<file path="src/rtl/ppl_pkg.sv">
// ppl_pkg
// Shared definitions for the IF/ID receiving end of the pipeline.
// Contents:
//   ppl_state_e       2-bit FSM state encodings (BOOT, RUN, HOLD)
//   PPL_NOP_INST      default bubble instruction word (MIPS sll $0,$0,0)
//   PPL_RESET_PC      default PC value loaded on reset
package ppl_pkg;

    // BOOT covers the single cycle after reset release, when the imem read
    // for RESET_PC is not yet trustworthy.
    // HOLD is entered while the hazard unit keeps stall asserted.
    typedef enum logic [1:0] {
        ST_BOOT = 2'd0,
        ST_RUN  = 2'd1,
        ST_HOLD = 2'd2
    } ppl_state_e;

    localparam logic [31:0] PPL_NOP_INST = 32'h0000_0000;
    localparam logic [31:0] PPL_RESET_PC = 32'h0000_0000;

endpackage

</file>
<file path="src/rtl/ppl_perf_cnt.sv">
// PpL performance counter
// A CNT_W-bit counter that increments by one on each clock edge where
// en_i is high. It wraps modulo 2^CNT_W and never saturates.
// Ports:
//   clk      in   1      clock, updates on posedge
//   clrn     in   1      asynchronous active-low clear
//   en_i     in   1      count enable
//   cnt_o    out  CNT_W  current count
module ppl_perf_cnt #(
    parameter int unsigned CNT_W = 32
) (
    input  logic             clk,
    input  logic             clrn,
    input  logic             en_i,
    output logic [CNT_W-1:0] cnt_o
);

    logic [CNT_W-1:0] cnt_q;

    // Free-running count; the natural overflow of the adder gives the wrap.
    always_ff @(posedge clk or negedge clrn) begin
        if (!clrn) begin
            cnt_q <= '0;
        end else if (en_i) begin
            cnt_q <= cnt_q + 1'b1;
        end
    end

    assign cnt_o = cnt_q;

endmodule

</file>
<file path="src/rtl/ppl_if_id_latch.sv">
// ppl_if_id_latch
// Receiving end of the fetch stage. Owns the PC register that feeds fetch
// and the IF/ID latch that hands pc4/instruction to decode. Applies hazard
// unit stall (hold) and flush (bubble) requests, inserts one boot bubble
// after reset and keeps stall/flush/issue performance counters.
// Ports:
//   clk        in   1      clock, all state updates on posedge
//   clrn       in   1      asynchronous active-low reset
//   npc_f      in   32     next PC selected by fetch
//   pc4_f      in   32     fetch pc4
//   inst_f     in   32     fetch instruction word
//   stall      in   1      hold PC and IF/ID this cycle
//   flush      in   1      squash the instruction now in IF
//   pc_f       out  32     PC register, drives fetch pcIn
//   pc4_d      out  32     latched pc4 for decode
//   inst_d     out  32     latched instruction for decode
//   valid_d    out  1      1 = real instruction, 0 = bubble
//   stall_cnt  out  CNT_W  cycles with stall applied
//   flush_cnt  out  CNT_W  cycles with flush applied
//   issue_cnt  out  CNT_W  valid instructions latched
module ppl_if_id_latch
    import ppl_pkg::*;
#(
    parameter logic [31:0] RESET_PC = PPL_RESET_PC,
    parameter logic [31:0] NOP_INST = PPL_NOP_INST,
    parameter int unsigned CNT_W    = 32
) (
    input  logic             clk,
    input  logic             clrn,
    input  logic [31:0]      npc_f,
    input  logic [31:0]      pc4_f,
    input  logic [31:0]      inst_f,
    input  logic             stall,
    input  logic             flush,
    output logic [31:0]      pc_f,
    output logic [31:0]      pc4_d,
    output logic [31:0]      inst_d,
    output logic             valid_d,
    output logic [CNT_W-1:0] stall_cnt,
    output logic [CNT_W-1:0] flush_cnt,
    output logic [CNT_W-1:0] issue_cnt
);

    ppl_state_e  state_q, state_d;
    logic [31:0] pc_q, pc_d;
    logic [31:0] idPc4_q, idPc4_d;
    logic [31:0] idInst_q, idInst_d;
    logic        idValid_q, idValid_d;
    logic        stallEn, flushEn, issueEn;

    // Next-state logic for the FSM, PC and IF/ID latch. Everything holds by
    // default, so a stall only needs to bump its counter and pick HOLD.
    // RUN and HOLD share the same priority: flush, then stall, then advance.
    // Leaving HOLD applies the advance in the same cycle; because the PC was
    // held, fetch has re-read the same address and nothing is skipped.
    always_comb begin
        state_d   = state_q;
        pc_d      = pc_q;
        idPc4_d   = idPc4_q;
        idInst_d  = idInst_q;
        idValid_d = idValid_q;
        stallEn   = 1'b0;
        flushEn   = 1'b0;
        issueEn   = 1'b0;

        case (state_q)
            ST_BOOT: begin
                idInst_d  = NOP_INST;
                idValid_d = 1'b0;
                state_d   = ST_RUN;
            end
            ST_RUN, ST_HOLD: begin
                if (flush) begin
                    pc_d      = npc_f;
                    idPc4_d   = pc4_f;
                    idInst_d  = NOP_INST;
                    idValid_d = 1'b0;
                    flushEn   = 1'b1;
                    state_d   = ST_RUN;
                end else if (stall) begin
                    stallEn   = 1'b1;
                    state_d   = ST_HOLD;
                end else begin
                    pc_d      = npc_f;
                    idPc4_d   = pc4_f;
                    idInst_d  = inst_f;
                    idValid_d = 1'b1;
                    issueEn   = 1'b1;
                    state_d   = ST_RUN;
                end
            end
            default: begin
                state_d = ST_BOOT;
            end
        endcase
    end

    // State, PC and IF/ID registers. Reset forces a bubble into decode and
    // restarts through BOOT.
    always_ff @(posedge clk or negedge clrn) begin
        if (!clrn) begin
            state_q   <= ST_BOOT;
            pc_q      <= RESET_PC;
            idPc4_q   <= 32'h0000_0000;
            idInst_q  <= NOP_INST;
            idValid_q <= 1'b0;
        end else begin
            state_q   <= state_d;
            pc_q      <= pc_d;
            idPc4_q   <= idPc4_d;
            idInst_q  <= idInst_d;
            idValid_q <= idValid_d;
        end
    end

    ppl_perf_cnt #(.CNT_W(CNT_W)) u_stall_cnt (
        .clk   (clk),
        .clrn  (clrn),
        .en_i  (stallEn),
        .cnt_o (stall_cnt)
    );

    ppl_perf_cnt #(.CNT_W(CNT_W)) u_flush_cnt (
        .clk   (clk),
        .clrn  (clrn),
        .en_i  (flushEn),
        .cnt_o (flush_cnt)
    );

    ppl_perf_cnt #(.CNT_W(CNT_W)) u_issue_cnt (
        .clk   (clk),
        .clrn  (clrn),
        .en_i  (issueEn),
        .cnt_o (issue_cnt)
    );

    assign pc_f    = pc_q;
    assign pc4_d   = idPc4_q;
    assign inst_d  = idInst_q;
    assign valid_d = idValid_q;

endmodule
</file>
<file path="config.mk">
export PLATFORM = sky130hd
export DESIGN_NAME = ppl_if_id_latch
export DESIGN_NICKNAME = d
export VERILOG_FILES = /design/src/rtl/ppl_pkg.sv /design/src/rtl/ppl_perf_cnt.sv /design/src/rtl/ppl_if_id_latch.sv
export SDC_FILE = /design/constraint.sdc
export NUM_CORES = 1
export LEC_CHECK = 0
export ABC_AREA = 1
export BUFFER_PORTS_ARGS = -buffer_cell sky130_fd_sc_hd__buf_2
export CORE_MARGIN = 4
export CORE_UTILIZATION = 44
export CTS_CLUSTER_DIAMETER = 50
export DETAILED_ROUTE_END_ITERATION = 8
export HOLD_SLACK_MARGIN = 0.02
export PLACE_DENSITY = 0.78
export REMOVE_ABC_BUFFERS = 1
export SYNTH_ARGS = -nofsm -noshare
export SYNTH_HDL_FRONTEND = slang
export SYNTH_SLANG_ARGS = --single-unit
</file>
<file path="constraint.sdc">
create_clock -name clk -period 1.65 [get_ports clk]
set_input_delay 0.165 -clock clk [delete_from_list [all_inputs] [get_ports clk]]
set_output_delay 0.165 -clock clk [all_outputs]
set_load 0.01 [all_outputs]
</file>
==> reports/metrics.yaml, run 1 <==
run_status: "finished with violations"
violations: "setup timing"
grt-ovfl-total: 0
critical_path_peak_fanout: 15
ant_nets: 0
post-route-util_pct: 67.0
netlist.top_cell.by_area: "sky130_fd_sc_hd__dfrtp_1"
grt_pass1_wl_um: 42500
io_pins: 293
ff_to_ff_setup_slack_ns: -0.02
areaGrowthSynthToFinish_pct: 48.0
totalPowerFinal_mw: 17.5
cts.sinks: 195
mostFrequentLayoutCell: "sky130_fd_sc_hd__buf_2"
yosys_warnings: 0
power.density_cell_area_nw_per_um2: 1330
drtPass1Iterations: 5
die_width_um: 150
worst-setup-path-type: "reg2reg"
layout_common_cells: "sky130_fd_sc_hd__buf_2, sky130_fd_sc_hd__nand2_1, sky130_fd_sc_hd__dfrtp_1, sky130_fd_sc_hd__inv_1, sky130_fd_sc_hd__dlygate4sd3_1"
fillerInstances: 1443
ctsLongestPathBuffers: 2
path_clk_slew_ns: 0.08
worst_hold_path_type: "in2reg"
rsz_0062_raised_after_global_routing: "yes"
drt_wl_total_um: 27800
post-place-ws_ns: -0.195
start_util_pct: 45.3
final.setup_skew_ns: 0.0142
maxSlewHeadroom_pct: 67.8
synth.top_cells.by_area: "sky130_fd_sc_hd__dfrtp_1, sky130_fd_sc_hd__nand2_1, sky130_fd_sc_hd__mux2_2"
timing.max_cap.violations: 0
synth-seq-area-share_pct: 54.7
final_layout_size_suffix_gt1_share_pct: 36.2
synthCells: 967
htreeDepth: 4
synth-seq-cells: 195
clk_latency_ns: 0.44
max_transition_viols_final: 0
initial_antenna_violation_count: 2
cts.root.buffer_cell: "sky130_fd_sc_hd__clkbuf_16"
drtIter0Drc: 411
detail_route.wl_per_cell_um: 16.3
vias_in_the_first_global_route: 8559
cts_tree: "built"
worst_pin_slew_ns: 0.483
worst_ep_arrival_time_ns: 1.99
routed_via_density: 4.98
place_congestion: 0.924
timing.fmax_ghz: 0.600
hpwlAfterDp_um: 18300
setup.worst_path.end_class: "register"
post_synth_num_cell_types: 24
vias: 8493
grt_start_max_net_pins: 53
die_h_um: 150
final_hold_slack_ns: 0.177
timing.final.crit_share_pct: 101
io_buffers: 292
route.detailed.drc: 0
synth.top_cell.area_share_pct: 54.7
core_footprint_um2: 19700
die_area_um2: 22600
static_leakage_nw: 6.68
timing_hold_violations_final: 0
syn_area_per_cell_um2: 9.23
timing.final.setup_violations: 16
finish.net_count: 1530
syn-cell-area_um2: 8920
power.ir.vdd_worst_mv: 0.770
timing.final.ws_setup_ns: -0.0178
placement_rows: 51
startpoint_type_of_the_worst_setup_path: "register"
totalNegativeSetupSlack_ns: -0.140
gr-usage-all-layers_pct: 23.6
cts_made_buffers: 17
min_period_ns: 1.67
critPathRequiredTime_ns: 1.97
cells in the mapped netlist, drive strengths merged:
library cell  count
nand3b            8
mux2             64
nand3            48
nand2           238
o21ai            36
inv             127
dfrtp           195
buf              11
a21oi             1
o21bai            1
nor3             20
xor2             29
xnor2            32
nand4            31
ha                5
clkbuf            5
and2              2
nor2            114
cell type report:
cell class / instances / area [um2] / area share, %
Inverter: 127 / 483 / 3.66
Tap cell: 265 / 332 / 2.51
Multi-Input combinational cell: 629 / 3780 / 28.7
Clock inverter: 13 / 140 / 1.06
Antenna cell: 2 / 5.00 / 0.0379
Timing Repair Buffer: 455 / 3140 / 23.8
Clock buffer: 18 / 439 / 3.33
Sequential cell: 195 / 4880 / 36.9
state kept, by name, indices dropped and copies added, names as in the netlist:
register	cells
pc_f	32
u_stall_cnt.cnt_o	32
pc4_d	32
valid_d	1
inst_d	32
u_issue_cnt.cnt_o	32
u_flush_cnt.cnt_o	32
state_q	2
worst max-delay path: stages, from the launching register on:
cell and delay (ns):
sky130_fd_sc_hd__dfrtp_1 0.37, sky130_fd_sc_hd__inv_2 0.06, sky130_fd_sc_hd__ha_4 0.28, sky130_fd_sc_hd__buf_4 0.15
sky130_fd_sc_hd__nand2_8 0.11, sky130_fd_sc_hd__buf_12 0.17, sky130_fd_sc_hd__o21ai_4 0.10, sky130_fd_sc_hd__clkbuf_16 0.23
sky130_fd_sc_hd__o21ai_0 0.08
what timing repair did:
| action | CTS | global route |
|---|---|---|
| pin swaps | 6 | 18 |
| resized for setup | 34 | 66 |
| setup endpoints to repair | 154 | 136 |
| setup buffers | 4 | 8 |
| hold buffers | 97 | 0 |
| cloned | 1 | 3 |
| hold endpoints to repair | 142 | 0 |
kinds of logic (layout without fill, tap and decap cells):
| logic type | count (synthesis) | after routing | share of synthesized area (%) |
|---|---|---|---|
| DFF | 195 | 195 | 54.7 |
| buffers and inverters | 143 | 613 | 6.16 |
| AOI/OAI and AO/OA | 38 | 38 | 2.16 |
| adders and majority gates | 5 | 5 | 0.701 |
| xor gates and xnor gates | 61 | 61 | 5.99 |
| other | 0 | 2 | 0 |
| muxes | 64 | 64 | 8.08 |
| and+or+nand+nor | 461 | 461 | 22.2 |
metrics by stage:
| step | instance area [um2] | cells |
|---|---|---|
| global route | 13200 | 1704 |
| detailed placement | 11100 | 1558 |
| CTS | 12900 | 1691 |
| floorplan | 8850 | 951 |
| finish | 13200 | 1704 |
| global placement | 11100 | 1558 |
per-layer routing:
metal	wire, um	GRT usage (%)	vias up
met5	0	0	-
met4	667	8.65	0
met3	2150	5.18	56
met2	13700	40.8	374
met1	11300	28.9	4072
li1	-	-	3991
power breakdown:
part	total (mW)	switching, mW	leakage [nW]	internal [mW]
logic	6.50	3.25	3.90	3.25
registers	6.89	0.819	2.50	6.07
clock network	4.14	1.96	0.280	2.17
worst paths after layout:
kind	startpoint	endpoint	cells after the start
setup / recovery	state_q[0]	inst_d[5]	8
hold / removal	flush	u_flush_cnt.cnt_o[1]	5
setup reg to reg	state_q[0]	inst_d[5]	8
hold reg to reg	u_issue_cnt.cnt_o[31]	u_issue_cnt.cnt_o[31]	2
max in group asynchronous	clrn	u_stall_cnt.cnt_o[0]	3
min in group asynchronous	clrn	pc_f[19]	2
Power figures use the tool's default switching activity.
==> run 2, diff against run 1 <==
--- a/config.mk
+++ b/config.mk
@@ -8,12 +8,13 @@
 export ABC_AREA = 1
 export BUFFER_PORTS_ARGS = -buffer_cell sky130_fd_sc_hd__buf_2
 export CORE_MARGIN = 4
-export CORE_UTILIZATION = 44
+export CORE_UTILIZATION = 25
 export CTS_CLUSTER_DIAMETER = 50
 export DETAILED_ROUTE_END_ITERATION = 8
 export HOLD_SLACK_MARGIN = 0.02
-export PLACE_DENSITY = 0.78
+export PLACE_DENSITY = 0.51
 export REMOVE_ABC_BUFFERS = 1
+export SETUP_SLACK_MARGIN = 0.5
 export SYNTH_ARGS = -nofsm -noshare
 export SYNTH_HDL_FRONTEND = slang
 export SYNTH_SLANG_ARGS = --single-unit
==> run 2 against run 1 <==
Compared with the run above: the flow now finishes without violations; via count shrank 3.2%; final area rose by 4.3%; cell count increased by 13%; sequential share of layout area shrank 1.5 points; count of clock-buffer cells in the layout is 4 higher; hold slack improved by 0.057 ns; worst setup slack better by 0.025 ns; combinational power up 6.6%; sequential cell count unchanged; highest routed layer unchanged.
==> reports/metrics.yaml, run 2 (synthesis results as in run 1) <==
timing.max_cap.violations: 0
layoutNonFillerInstCount: 1927
core_footprint_um2: 34900
capture_instance_of_the_worst_register_to_register_path: "inst_d[26]"
die_h_um: 197
critical-path-max-stage-delay_ns: 0.36
detail_route.wl_per_cell_um: 15.0
cp-startpoint: "state_q[1]"
io_pins: 293
vias: 8225
cts_made_buffers: 17
grt_pass1_wl_um: 45500
ctsLongestPathBuffers: 2
cts_tree: "built"
crit_family: "buffers and inverters"
cp_cell_sequence: "inv_2 > ha_4 > nand2_2 > buf_12 > buf_4 > o21ai_4 > clkbuf_16 > o21ai_0"
power.density_cell_area_nw_per_um2: 1300
worst-setup-path-type: "reg2reg"
run_status: "complete, no violations"
ff_to_ff_setup_slack_ns: 0.007
die_width_um: 197
htreeDepth: 4
cts.sinks: 195
rsz_0062_raised_after_global_routing: "yes"
insertedDiodeCount: 0
static_leakage_nw: 6.86
routed_via_density: 4.27
critical_path.n_buffers_inverters: 4
route.detailed.drc: 0
clk_latency_ns: 0.44
timing.final.setup_violations: 0
critical_path_peak_fanout: 12
dp.cells: 1780
place_congestion: 0.862
setup.worst_path.end_class: "register"
hpwlAfterDp_um: 20800
ant_nets: 0
regToRegStartpoint: "state_q[1]"
gr-usage-all-layers_pct: 14.7
critPathRequiredTime_ns: 1.97
layout_common_cells: "sky130_fd_sc_hd__buf_2, sky130_fd_sc_hd__nand2_1, sky130_fd_sc_hd__dfrtp_1, sky130_fd_sc_hd__inv_1, sky130_fd_sc_hd__dlygate4sd3_1"
max_transition_viols_final: 0
cts.root.buffer_cell: "sky130_fd_sc_hd__clkbuf_16"
fillerInstances: 3462
die_area_um2: 38800
maxSlewHeadroom_pct: 73.4
drtPass1Iterations: 4
grt-ovfl-total: 0
path_clk_slew_ns: 0.07
power.ir.vdd_worst_mv: 0.756
timing.fmax_ghz: 0.609
mostFrequentLayoutCell: "sky130_fd_sc_hd__buf_2"
io_buffers: 292
critical_path_cell_count: 8
timing.final.crit_share_pct: 99.6
placement_rows: 68
grt_start_max_net_pins: 48
start_util_pct: 25.6
worst_hold_path_type: "in2async"
drt_wl_total_um: 29000
areaGrowthSynthToFinish_pct: 54.4
r2r_cells: 8
startpoint_type_of_the_worst_setup_path: "register"
vias_in_the_first_global_route: 8453
initial_antenna_violation_count: 0
final.setup_skew_ns: 0.0139
worst_ep_arrival_time_ns: 1.96
worst_pin_slew_ns: 0.399
drtIter0Drc: 330
critical_path_s_slowest_cell: "sky130_fd_sc_hd__dfrtp_1"
totalNegativeSetupSlack_ns: 0
finish.net_count: 1564
timing_hold_violations_final: 0
min_period_ns: 1.64
final_layout_size_suffix_gt1_share_pct: 38.2
-- run 2: timing repair --
item,4_1_cts,5_1_grt
endpoints found under the hold margin,171,0
pin swaps,29,12
gates resized for setup,82,48
cloned,0,2
buffers inserted,9,7
hold buffers,97,0
endpoints found under the setup margin,383,386
-- run 2: cell type report --
type	instances	area, um2	area share [%]
Sequential cell	195	4880	35.4
Clock buffer	22	474	3.44
Tap cell	455	569	4.13
Inverter	127	482	3.50
Multi-Input combinational cell	629	3850	28.0
Timing Repair Buffer	489	3420	24.8
Clock inverter	10	98.8	0.718
-- run 2: worst max-delay path by stage --
stage,to,slack (ns)
final,inst_d[26],0.007
after global placement,u_issue_cnt.cnt_o[27],-0.14
after floorplan,inst_d[0],-2.16
after global routing,u_flush_cnt.cnt_o[30],-0.1
after detailed placement,u_issue_cnt.cnt_o[27],-0.18
after CTS,inst_d[14],0.03
-- run 2: stage by stage --
stage	area, um2	hold WS (ns)	total power [mW]	setup WS, ns	utilization [%]
after floorplan	8850	-0.131	9.51	-2.16	-
after detailed placement	11600	0.139	12.8	-0.183	33.3
after global routing	13800	0.255	19.1	-0.0960	39.5
final	13800	0.234	17.9	0.00710	39.5
after CTS	13500	0.198	17.6	0.0276	38.8
after global placement	11600	0.136	12.7	-0.140	33.3
-- run 2: worst reg2reg max path, stage by stage (launching register included) --
cell	delay, ns
sky130_fd_sc_hd__dfrtp_1	0.36
sky130_fd_sc_hd__inv_2	0.05
sky130_fd_sc_hd__ha_4	0.30
sky130_fd_sc_hd__nand2_2	0.08
sky130_fd_sc_hd__buf_12	0.15
sky130_fd_sc_hd__buf_4	0.15
sky130_fd_sc_hd__o21ai_4	0.12
sky130_fd_sc_hd__clkbuf_16	0.24
sky130_fd_sc_hd__o21ai_0	0.08
-- run 2: routing by layer --
metal / up-vias / GRT usage, % / part of all wire (%)
met5: - / 0 / 0
met4: 0 / 4.55 / 1.8
met3: 27 / 3.59 / 6.4
met2: 249 / 24.6 / 48
met1: 3902 / 18.7 / 44
li1: 4047 / - / -
-- run 2: power by group --
group | internal (mW) | leakage, nW | switching, mW | total (mW)
sequential | 6.07 | 2.50 | 0.777 | 6.85
combinational | 3.57 | 4.09 | 3.36 | 6.93
clock | 2.22 | 0.277 | 1.94 | 4.15
